$ cat config.mk
export PLATFORM = sky130hd
export DESIGN_NAME = f_pc_unit
export DESIGN_NICKNAME = d
export VERILOG_FILES = /design/src/rtl/npc_pkg.sv /design/src/rtl/npc_sel.sv /design/src/rtl/f_pc_unit.sv
export SDC_FILE = /design/constraint.sdc
export NUM_CORES = 1
export LEC_CHECK = 0
export BUFFER_PORTS_ARGS = -buffer_cell sky130_fd_sc_hd__buf_2
export CORE_MARGIN = 5
export CORE_UTILIZATION = 30
export DETAILED_ROUTE_END_ITERATION = 8
export PLACE_DENSITY = 0.58
export SYNTH_ARGS = -nofsm -noshare
export SYNTH_HDL_FRONTEND = slang
export SYNTH_SLANG_ARGS = --single-unit
$ cat constraint.sdc
create_clock -name clk -period 2.4 [get_ports clk]
set_input_delay 0.48 -clock clk [delete_from_list [all_inputs] [get_ports clk]]
set_output_delay 0.48 -clock clk [all_outputs]
set_load 0.05 [all_outputs]
$ cat src/rtl/npc_pkg.sv
// Next-PC select encodings and the default fetch reset address.
package npc_pkg;

  typedef enum logic [2:0] {
    NPC_PC4 = 3'd0,
    NPC_BEQ = 3'd1,
    NPC_BNE = 3'd2,
    NPC_J   = 3'd3,
    NPC_JR  = 3'd4
  } npc_op_e;

  localparam logic [31:0] NPC_PC_RESET = 32'h0000_3000;

endpackage

$ cat src/rtl/npc_sel.sv
// Combinational next-PC selection: branch / jump / register targets and the
// redirect decision taken from the instruction currently in D.
module npc_sel
  import npc_pkg::*;
(
  input  logic [31:0] f_pc,
  input  logic [2:0]  d_npc_op,
  input  logic [31:0] d_pc,
  input  logic [25:0] d_imm26,
  input  logic [31:0] d_rs,
  input  logic        d_cmp_result,
  output logic [31:0] npc,
  output logic        redirect
);

  logic [31:0] seq_target;
  logic [31:0] br_target;
  logic [31:0] j_target;
  logic [31:0] br_offset;

  // Candidate targets; branch offset is the sign-extended word offset.
  always_comb begin
    seq_target = f_pc + 32'd4;
    br_offset  = {{14{d_imm26[15]}}, d_imm26[15:0], 2'b00};
    br_target  = d_pc + 32'd4 + br_offset;
    j_target   = {d_pc[31:28], d_imm26, 2'b00};
  end

  // Redirect decision and target mux; undefined encodings fall through as PC4.
  always_comb begin
    redirect = 1'b0;
    npc      = seq_target;
    case (npc_op_e'(d_npc_op))
      NPC_BEQ: begin
        redirect = d_cmp_result;
        if (d_cmp_result) npc = br_target;
      end
      NPC_BNE: begin
        redirect = ~d_cmp_result;
        if (!d_cmp_result) npc = br_target;
      end
      NPC_J: begin
        redirect = 1'b1;
        npc      = j_target;
      end
      NPC_JR: begin
        redirect = 1'b1;
        npc      = d_rs;
      end
      default: begin
        redirect = 1'b0;
        npc      = seq_target;
      end
    endcase
  end

endmodule

$ cat src/rtl/f_pc_unit.sv
// Fetch-stage PC register with delay-slot redirect from D.
// Optional fetch-address check enabled by defining F_PC_ADDR_CHECK_EN;
// without it f_adel is tied low.
module f_pc_unit
  import npc_pkg::*;
#(
  parameter logic [31:0] PC_RESET = NPC_PC_RESET,
  parameter logic [31:0] IM_BASE  = 32'h0000_3000,
  parameter logic [31:0] IM_LIMIT = 32'h0000_6FFC
) (
  input  logic        clk,
  input  logic        reset,
  input  logic        stall,
  input  logic [2:0]  d_npc_op,
  input  logic [31:0] d_pc,
  input  logic [25:0] d_imm26,
  input  logic [31:0] d_rs,
  input  logic        d_cmp_result,
  output logic [31:0] f_pc,
  output logic [31:0] d_pc8,
  output logic        redirect,
  output logic        f_adel
);

  logic [31:0] npc;
  logic [31:0] pc_d, pc_q;

  // Elaboration-time sanity check of the legal fetch window.
  if (IM_BASE > IM_LIMIT) begin : g_bad_range
    $error("f_pc_unit: IM_BASE above IM_LIMIT");
  end

  npc_sel u_npc_sel (
    .f_pc         (pc_q),
    .d_npc_op     (d_npc_op),
    .d_pc         (d_pc),
    .d_imm26      (d_imm26),
    .d_rs         (d_rs),
    .d_cmp_result (d_cmp_result),
    .npc          (npc),
    .redirect     (redirect)
  );

  // Stall holds the PC; otherwise load the selected next PC.
  always_comb begin
    pc_d = stall ? pc_q : npc;
  end

  // PC register.
  always_ff @(posedge clk or posedge reset) begin
    if (reset) pc_q <= PC_RESET;
    else       pc_q <= pc_d;
  end

  assign f_pc  = pc_q;
  assign d_pc8 = d_pc + 32'd8;

`ifdef F_PC_ADDR_CHECK_EN
  logic adel_d, adel_q;

  // Flag a misaligned or out-of-window next PC; hold during stall.
  always_comb begin
    adel_d = adel_q;
    if (!stall)
      adel_d = (npc[1:0] != 2'b00) || (npc < IM_BASE) || (npc > IM_LIMIT);
  end

  // Address-error flag register.
  always_ff @(posedge clk or posedge reset) begin
    if (reset) adel_q <= 1'b0;
    else       adel_q <= adel_d;
  end

  assign f_adel = adel_q;
`else
  assign f_adel = 1'b0;
`endif

endmodule

==> results of run 1 <==
[critical path, delay by kind of cell]
kind	cells	cell delay, ps
compound gates	8	1550
xor+xnor	1	200
fa+ha+maj	3	760
buf+inv	1	100
[area by class of cell]
cell class / instances / area, um2 / area share, %
Tap cell: 188 / 235.2 / 2.816
Inverter: 30 / 112.6 / 1.348
Timing Repair Buffer: 331 / 2400 / 28.73
Sequential cell: 32 / 805.8 / 9.645
Clock inverter: 2 / 35.03 / 0.4194
Clock buffer: 6 / 128.9 / 1.543
Multi-Input combinational cell: 519 / 4637 / 55.50
[metal layers]
layer / wire length, um / part of all wire [%] / up-vias
li1: - / - / 2907
met4: 234 / 1.3 / 2
met3: 1157 / 6.3 / 16
met2: 8939 / 48 / 167
met5: 7 / 0.038 / -
met1: 8141 / 44 / 2756
[cell usage after synthesis (12+ instances only)]
cell type	instances
ha_1	59
a21oi_1	72
and3_1	16
o21ai_0	41
nand3_1	26
xor2_1	12
dfrtp_1	30
a221oi_1	20
nor2_1	44
inv_1	29
clkbuf_1	18
nand2_1	50
xnor2_1	44
[power groups by stage]
stage / sequential, W / clock (W) / combinational (W)
after floorplan: 0.00121 / 0 / 0.00103
after global placement: 0.000810 / 0 / 0.00226
after detailed placement: 0.000816 / 0 / 0.00226
after CTS: 0.000806 / 0.000742 / 0.00249
after global routing: 0.000830 / 0.000755 / 0.00277
final: 0.000810 / 0.000727 / 0.00257
[repair_timing]
action,in CTS,in global routing
pin swaps,73,42
buffers inserted,12,9
resized for setup,158,39
endpoints found under the setup margin,41,38
hold endpoints to repair,0,0
[cell families after synthesis]
group                    after synthesis  synth area share [%]
AO/OA/AOI/OAI                        221                 31.73
XOR/XNOR                              56                 10.52
adder cells (fa/ha/maj)               60                 16.27
buffers and inverters                 55                 4.805
flip-flops                            32                 17.23
multiplexers                           3                0.6711
other                                  1               0.08046
AND/OR/NAND/NOR                      178                 18.69
[through the flow]
step / setup TNS, ps / std cells / total power (W)
finish: -6006 / 1108 / 0.004108
floorplan: -4578 / 606 / 0.002233
CTS: -6110 / 1101 / 0.004042
detailed placement: -18820 / 1082 / 0.003079
global placement: -18300 / 1082 / 0.003065
global route: -8829 / 1108 / 0.004360
[worst max-delay path by stage]
stage,end,slack [ps],cells after the start
after global placement,f_pc[31]$_DFFE_PP0N_,-900,13
after floorplan,f_pc[31]$_DFFE_PP0N_,-600,12
after detailed placement,f_pc[31]$_DFFE_PP0N_,-930,13
after CTS,f_pc[31]$_DFFE_PP0N_,-570,13
after global routing,f_pc[31]$_DFFE_PP0N_,-640,13
final,f_pc[31]$_DFFE_PP0N_,-540,13
==> flow_metrics.py, run 1 <==
metrics = {
    "placed_design": {
        "io_buffers": 161,
        "place_area_um2": 7106,
        "post-dp-hpwl_mm": 14.74,
        "dp_slack_ps": -927.3,
        "gp_congestion": 0.8846,
    },
    "die": {
        "die_y_um": 134.6,
        "num_rows": 45,
        "die_x_um": 134.6,
        "initial_core_util_pct": 30.66,
        "core_um2": 15200,
        "pin_count": 163,
        "fp.dieArea_um2": 18130,
    },
    "layout": {
        "drive_gt1_share_pct": 52.39,
        "syn_to_final_growth_pct": 79.25,
        "final_nets": 1076,
        "final_util_pct": 54.95,
        "final_cell_mix": "151 x buf_4, 130 x buf_2, 57 x a21oi_1",
        "fillers": 1443,
        "fin_area_um2": 8354,
        "diodes": 0,
        "final_common_cell": "buf_4",
        "largest_reg_flops": 32,
    },
    "critical_path": {
        "critPathArrivalTime_ps": 3090,
        "reg2reg_depth": 8,
        "critPathSlowestCell": "a2111oi_4",
        "critPathCaptureType": "flop",
        "r2r_setup_slack_ps": 150,
        "cpMostUsedCell": "ha_4",
        "crit_start": "d_pc[3]",
        "worst_ep_required_time_ps": 2550,
        "worstPathCellList": "buf_8 -> ha_4 -> ha_4 -> fa_2 -> a211oi_4 -> o311ai_2 -> a41o_2 -> a2111oi_4 -> o41ai_2 -> xnor2_1 -> o21ai_2 -> o21ai_1 -> o211ai_2",
        "cpPeakStageDelay_ps": 440,
        "crit_type": "in2reg",
        "r2r-start": "f_pc[13]$_DFFE_PP1N_",
        "crit_fanout": 3,
        "r2r_end": "f_pc[30]$_DFFE_PP0N_",
        "setup.worst_path.start_class": "input pin",
    },
    "detailed_routing": {
        "drtIter0Drc": 289,
        "antenna_left": 0,
        "vias_per_cell": 5.278,
        "drc": 0,
        "routed_wl_mm": 18.48,
        "first_pass_iters": 8,
        "via_count": 5848,
        "avgRoutedWirePerCell_um": 16.68,
    },
    "power_and_ir_drop": {
        "p_clk_share_pct": 17.7,
        "p_int_w": 0.002219,
        "p_comb_share_pct": 62.6,
        "switchingPower_w": 0.001889,
        "p_leak_nw": 3.812,
        "powerDensity_nw_per_um2": 491.7,
        "pwr-share-seq_pct": 19.7,
        "power_switching_share_pct": 45.99,
        "peakVddDrop_mv": 0.3622,
    },
    "flow_run": {
        "max_cap_viol_count": 0,
    },
    "clocking": {
        "clock_latency_ps": 280,
        "root_buffer": "clkbuf_16",
        "clk_pin_slew_ps": 50,
        "cts_tree": "built",
        "htreeDepth": 2,
        "cts.sinks": 32,
        "cts_buffers": 5,
        "cts_hold_buf": 0,
        "clockBufferDepth": 2,
    },
    "sta": {
        "fin_ws_ps": -542.1,
        "timing.fmax_ghz": 0.3399,
        "worst_slew_pin_slew_ps": 516.0,
        "report.final.slew_viol_count": 0,
        "fin_worst_skew_ps": 4.555,
        "report.final.hold_viol_count": 0,
        "timing.hold.ws_ps": 294.3,
        "min_period_ps": 2942,
        "rsz0062_at_grt": "yes",
        "slew_headroom_pct": 65.60,
        "setup_viol": 29,
        "final.period_utilization_pct": 122.6,
    },
    "yosys": {
        "synth_top_area_share_pct": 16.11,
        "synth_area_leaders": "dfrtp_1 16%, ha_1 16%, xnor2_1 8.3%",
        "ys_seq_area_share_pct": 17.23,
        "yosysWarnings": 0,
        "synth_edf_count": 0,
        "yosysTopAreaCell": "dfrtp_1",
        "synthCells": 606,
        "syn_area_um2": 4661,
        "async_flop_share_pct": 100.0,
        "ys_ff_latch": 32,
        "synth_ff_type": "dfrtp_1",
        "syn_nets": 763,
        "yosysUniqueCellTypes": 70,
        "syn_avg_cell_area_um2": 7.691,
    },
    "global_route": {
        "antenna_found_initial": 1,
        "grt_first_pass_wirelength_mm": 29.73,
        "grt_max_degree": 37,
        "overflow": 0,
        "grt_pass1_vias": 5950,
        "grt_usage_pct": 19.84,
        "grt.busiest_layer": "met2",
        "grt.met2_usage_pct": 35.08,
        "grt_util_met1_pct": 25.83,
        "met3_usage_pct": 3.390,
    },
    "outcome": {
        "violations": "setup timing",
        "status": "complete, but fails checks",
    },
    "min_path": {
        "hp-class": "in2async",
    },
}
Power figures use the tool's default switching activity.
==> run 2: changes to the inputs <==
--- a/config.mk
+++ b/config.mk
@@ -9,7 +9,6 @@
 export CORE_MARGIN = 5
 export CORE_UTILIZATION = 30
 export DETAILED_ROUTE_END_ITERATION = 8
-export PLACE_DENSITY = 0.58
 export SYNTH_ARGS = -nofsm -noshare
 export SYNTH_HDL_FRONTEND = slang
 export SYNTH_SLANG_ARGS = --single-unit
==> flow_metrics.py, run 2 (synthesis results as in run 1) <==
metrics = {
    "outcome": {
        "status": "complete, but fails checks",
        "violations": "setup timing",
    },
    "critical_path": {
        "crit_type": "in2reg",
        "cpPeakStageDelay_ps": 480,
        "worstPathCellList": "buf_8 -> ha_4 -> ha_4 -> fa_2 -> a211oi_4 -> o311ai_2 -> a41o_2 -> a2111oi_4 -> o41ai_2 -> xnor2_1 -> o21ai_2 -> o21ai_2 -> o211ai_2",
        "setup.worst_path.start_class": "input pin",
        "critPathArrivalTime_ps": 3160,
        "critPathCaptureType": "flop",
        "worst_ep_required_time_ps": 2560,
        "critPathSlowestCell": "a2111oi_4",
        "crit_fanout": 3,
    },
    "placed_design": {
        "io_buffers": 161,
        "dp_slack_ps": -948.7,
        "post-dp-hpwl_mm": 14.95,
        "gp_congestion": 0.9158,
    },
    "detailed_routing": {
        "first_pass_iters": 6,
        "via_count": 5925,
        "vias_per_cell": 5.333,
        "drc": 0,
        "antenna_left": 0,
        "routed_wl_mm": 19.03,
        "avgRoutedWirePerCell_um": 17.13,
        "drtIter0Drc": 330,
    },
    "global_route": {
        "grt_usage_pct": 20.30,
        "grt_max_degree": 33,
        "antenna_found_initial": 0,
        "grt_pass1_vias": 6033,
        "grt_first_pass_wirelength_mm": 30.22,
        "overflow": 0,
    },
    "layout": {
        "drive_gt1_share_pct": 51.25,
        "final_common_cell": "buf_4",
        "seqCellArea_um2": 805.8,
        "diodes": 0,
        "fillers": 1447,
        "largest_reg_flops": 32,
        "final_cell_mix": "154 x buf_4, 128 x buf_2, 58 x a21oi_1",
        "syn_to_final_growth_pct": 77.83,
        "final_nets": 1079,
        "multi_input_area_um2": 4576,
    },
    "clocking": {
        "htreeDepth": 2,
        "clock_latency_ps": 280,
        "cts.sinks": 32,
        "cts_hold_buf": 0,
        "root_buffer": "clkbuf_16",
        "clockBufferDepth": 2,
        "cts_tree": "built",
        "clk_pin_slew_ps": 50,
        "cts_buffers": 5,
    },
    "power_and_ir_drop": {
        "peakVddDrop_mv": 0.2872,
        "power_switching_share_pct": 46.91,
        "p_clk_share_pct": 16.2,
        "powerDensity_nw_per_um2": 481.0,
        "p_int_w": 0.002117,
        "pwr-share-seq_pct": 20.6,
        "switchingPower_w": 0.001870,
        "p_leak_nw": 3.813,
        "p_comb_share_pct": 63.2,
    },
    "sta": {
        "setup_viol": 31,
        "timing.hold.ws_ps": 298.4,
        "rsz0062_at_grt": "yes",
        "report.final.slew_viol_count": 0,
        "timing.fmax_ghz": 0.3339,
        "min_period_ps": 2995,
        "worst_slew_pin_slew_ps": 962.2,
        "final.period_utilization_pct": 124.8,
        "slew_headroom_pct": 35.78,
        "fin_ws_ps": -594.6,
        "fin_worst_skew_ps": 4.516,
        "report.final.hold_viol_count": 0,
    },
    "die": {
        "pin_count": 163,
        "fp.dieArea_um2": 18130,
        "core_um2": 15200,
        "num_rows": 45,
        "die_x_um": 134.6,
        "initial_core_util_pct": 30.66,
        "die_y_um": 134.6,
    },
    "flow_run": {
        "max_cap_viol_count": 0,
    },
    "min_path": {
        "hp-class": "in2async",
    },
}
[run 2: cell count changes in the layout (fill, tap and decap cells not counted), sizes merged]
cell and change:
bufinv -1, buf +4, clkinv -1, clkbuf +1
[run 2: repair_timing]
action,4_1_cts,5_1_grt
pin swaps,62,52
resized for setup,144,45
buffers inserted,16,11
setup endpoints to repair,39,39
gates cloned,0,0
[run 2: power by group through the flow]
stage | clock network, W | logic [W] | registers [W]
floorplan | 0 | 0.00103 | 0.00121
global placement | 0 | 0.00223 | 0.000827
detailed placement | 0 | 0.00224 | 0.000828
CTS | 0.000661 | 0.00242 | 0.000819
global route | 0.000682 | 0.00272 | 0.000845
finish | 0.000644 | 0.00252 | 0.000822
[run 2: per-stage QoR]
step	utilization (%)	cell area, um2	instances	total power (W)	setup TNS (ps)
3_3_place_gp	46.51	7071	1079	0.003052	-17710
2_1_floorplan	-	5007	606	0.002233	-4578
3_5_place_dp	46.51	7071	1079	0.003065	-18510
6_report	54.52	8288	1111	0.003987	-5862
5_1_grt	54.52	8288	1111	0.004250	-9470
4_1_cts	52.78	8024	1103	0.003898	-5635
[run 2: path summary, 6_finish.rpt]
kind	slack, ps	start	to	cells past startpoint
hold reg to reg	500	f_pc[12]$_DFFE_PP1N_	f_pc[12]$_DFFE_PP1N_	2
min in group clk	500	f_pc[12]$_DFFE_PP1N_	f_pc[12]$_DFFE_PP1N_	2
max in group asynchronous	1760	reset	f_pc[13]$_DFFE_PP1N_	3
setup / recovery	-590	d_pc[3]	f_pc[31]$_DFFE_PP0N_	13
hold / removal	300	reset	f_pc[0]$_DFFE_PP0P_	3
setup reg to reg	150	f_pc[2]$_DFFE_PP0N_	f_pc[28]$_DFFE_PP0N_	10
[run 2: critical path: cells and delay by family]
kind                     cells  cell delay [ps]
AO/OA/AOI/OAI                8             1610
adder cells (fa/ha/maj)      3              760
XOR/XNOR                     1              210
buffers and inverters        1              100
[run 2: cell type report]
type,instances,share of cell area (%)
Multi-Input combinational cell,519,55.21
Clock buffer,8,1.766
Sequential cell,32,9.722
Tap cell,188,2.838
Timing Repair Buffer,334,29.08
Inverter,30,1.389
[run 2: routing by layer]
layer / vias to the layer above / routed length [um] / GRT usage [%]
li1: 2904 / - / -
met4: 0 / 368 / 4.751
met3: 24 / 1386 / 4.210
met5: - / 0 / 0
met2: 209 / 9612 / 36.49
met1: 2788 / 7661 / 24.78
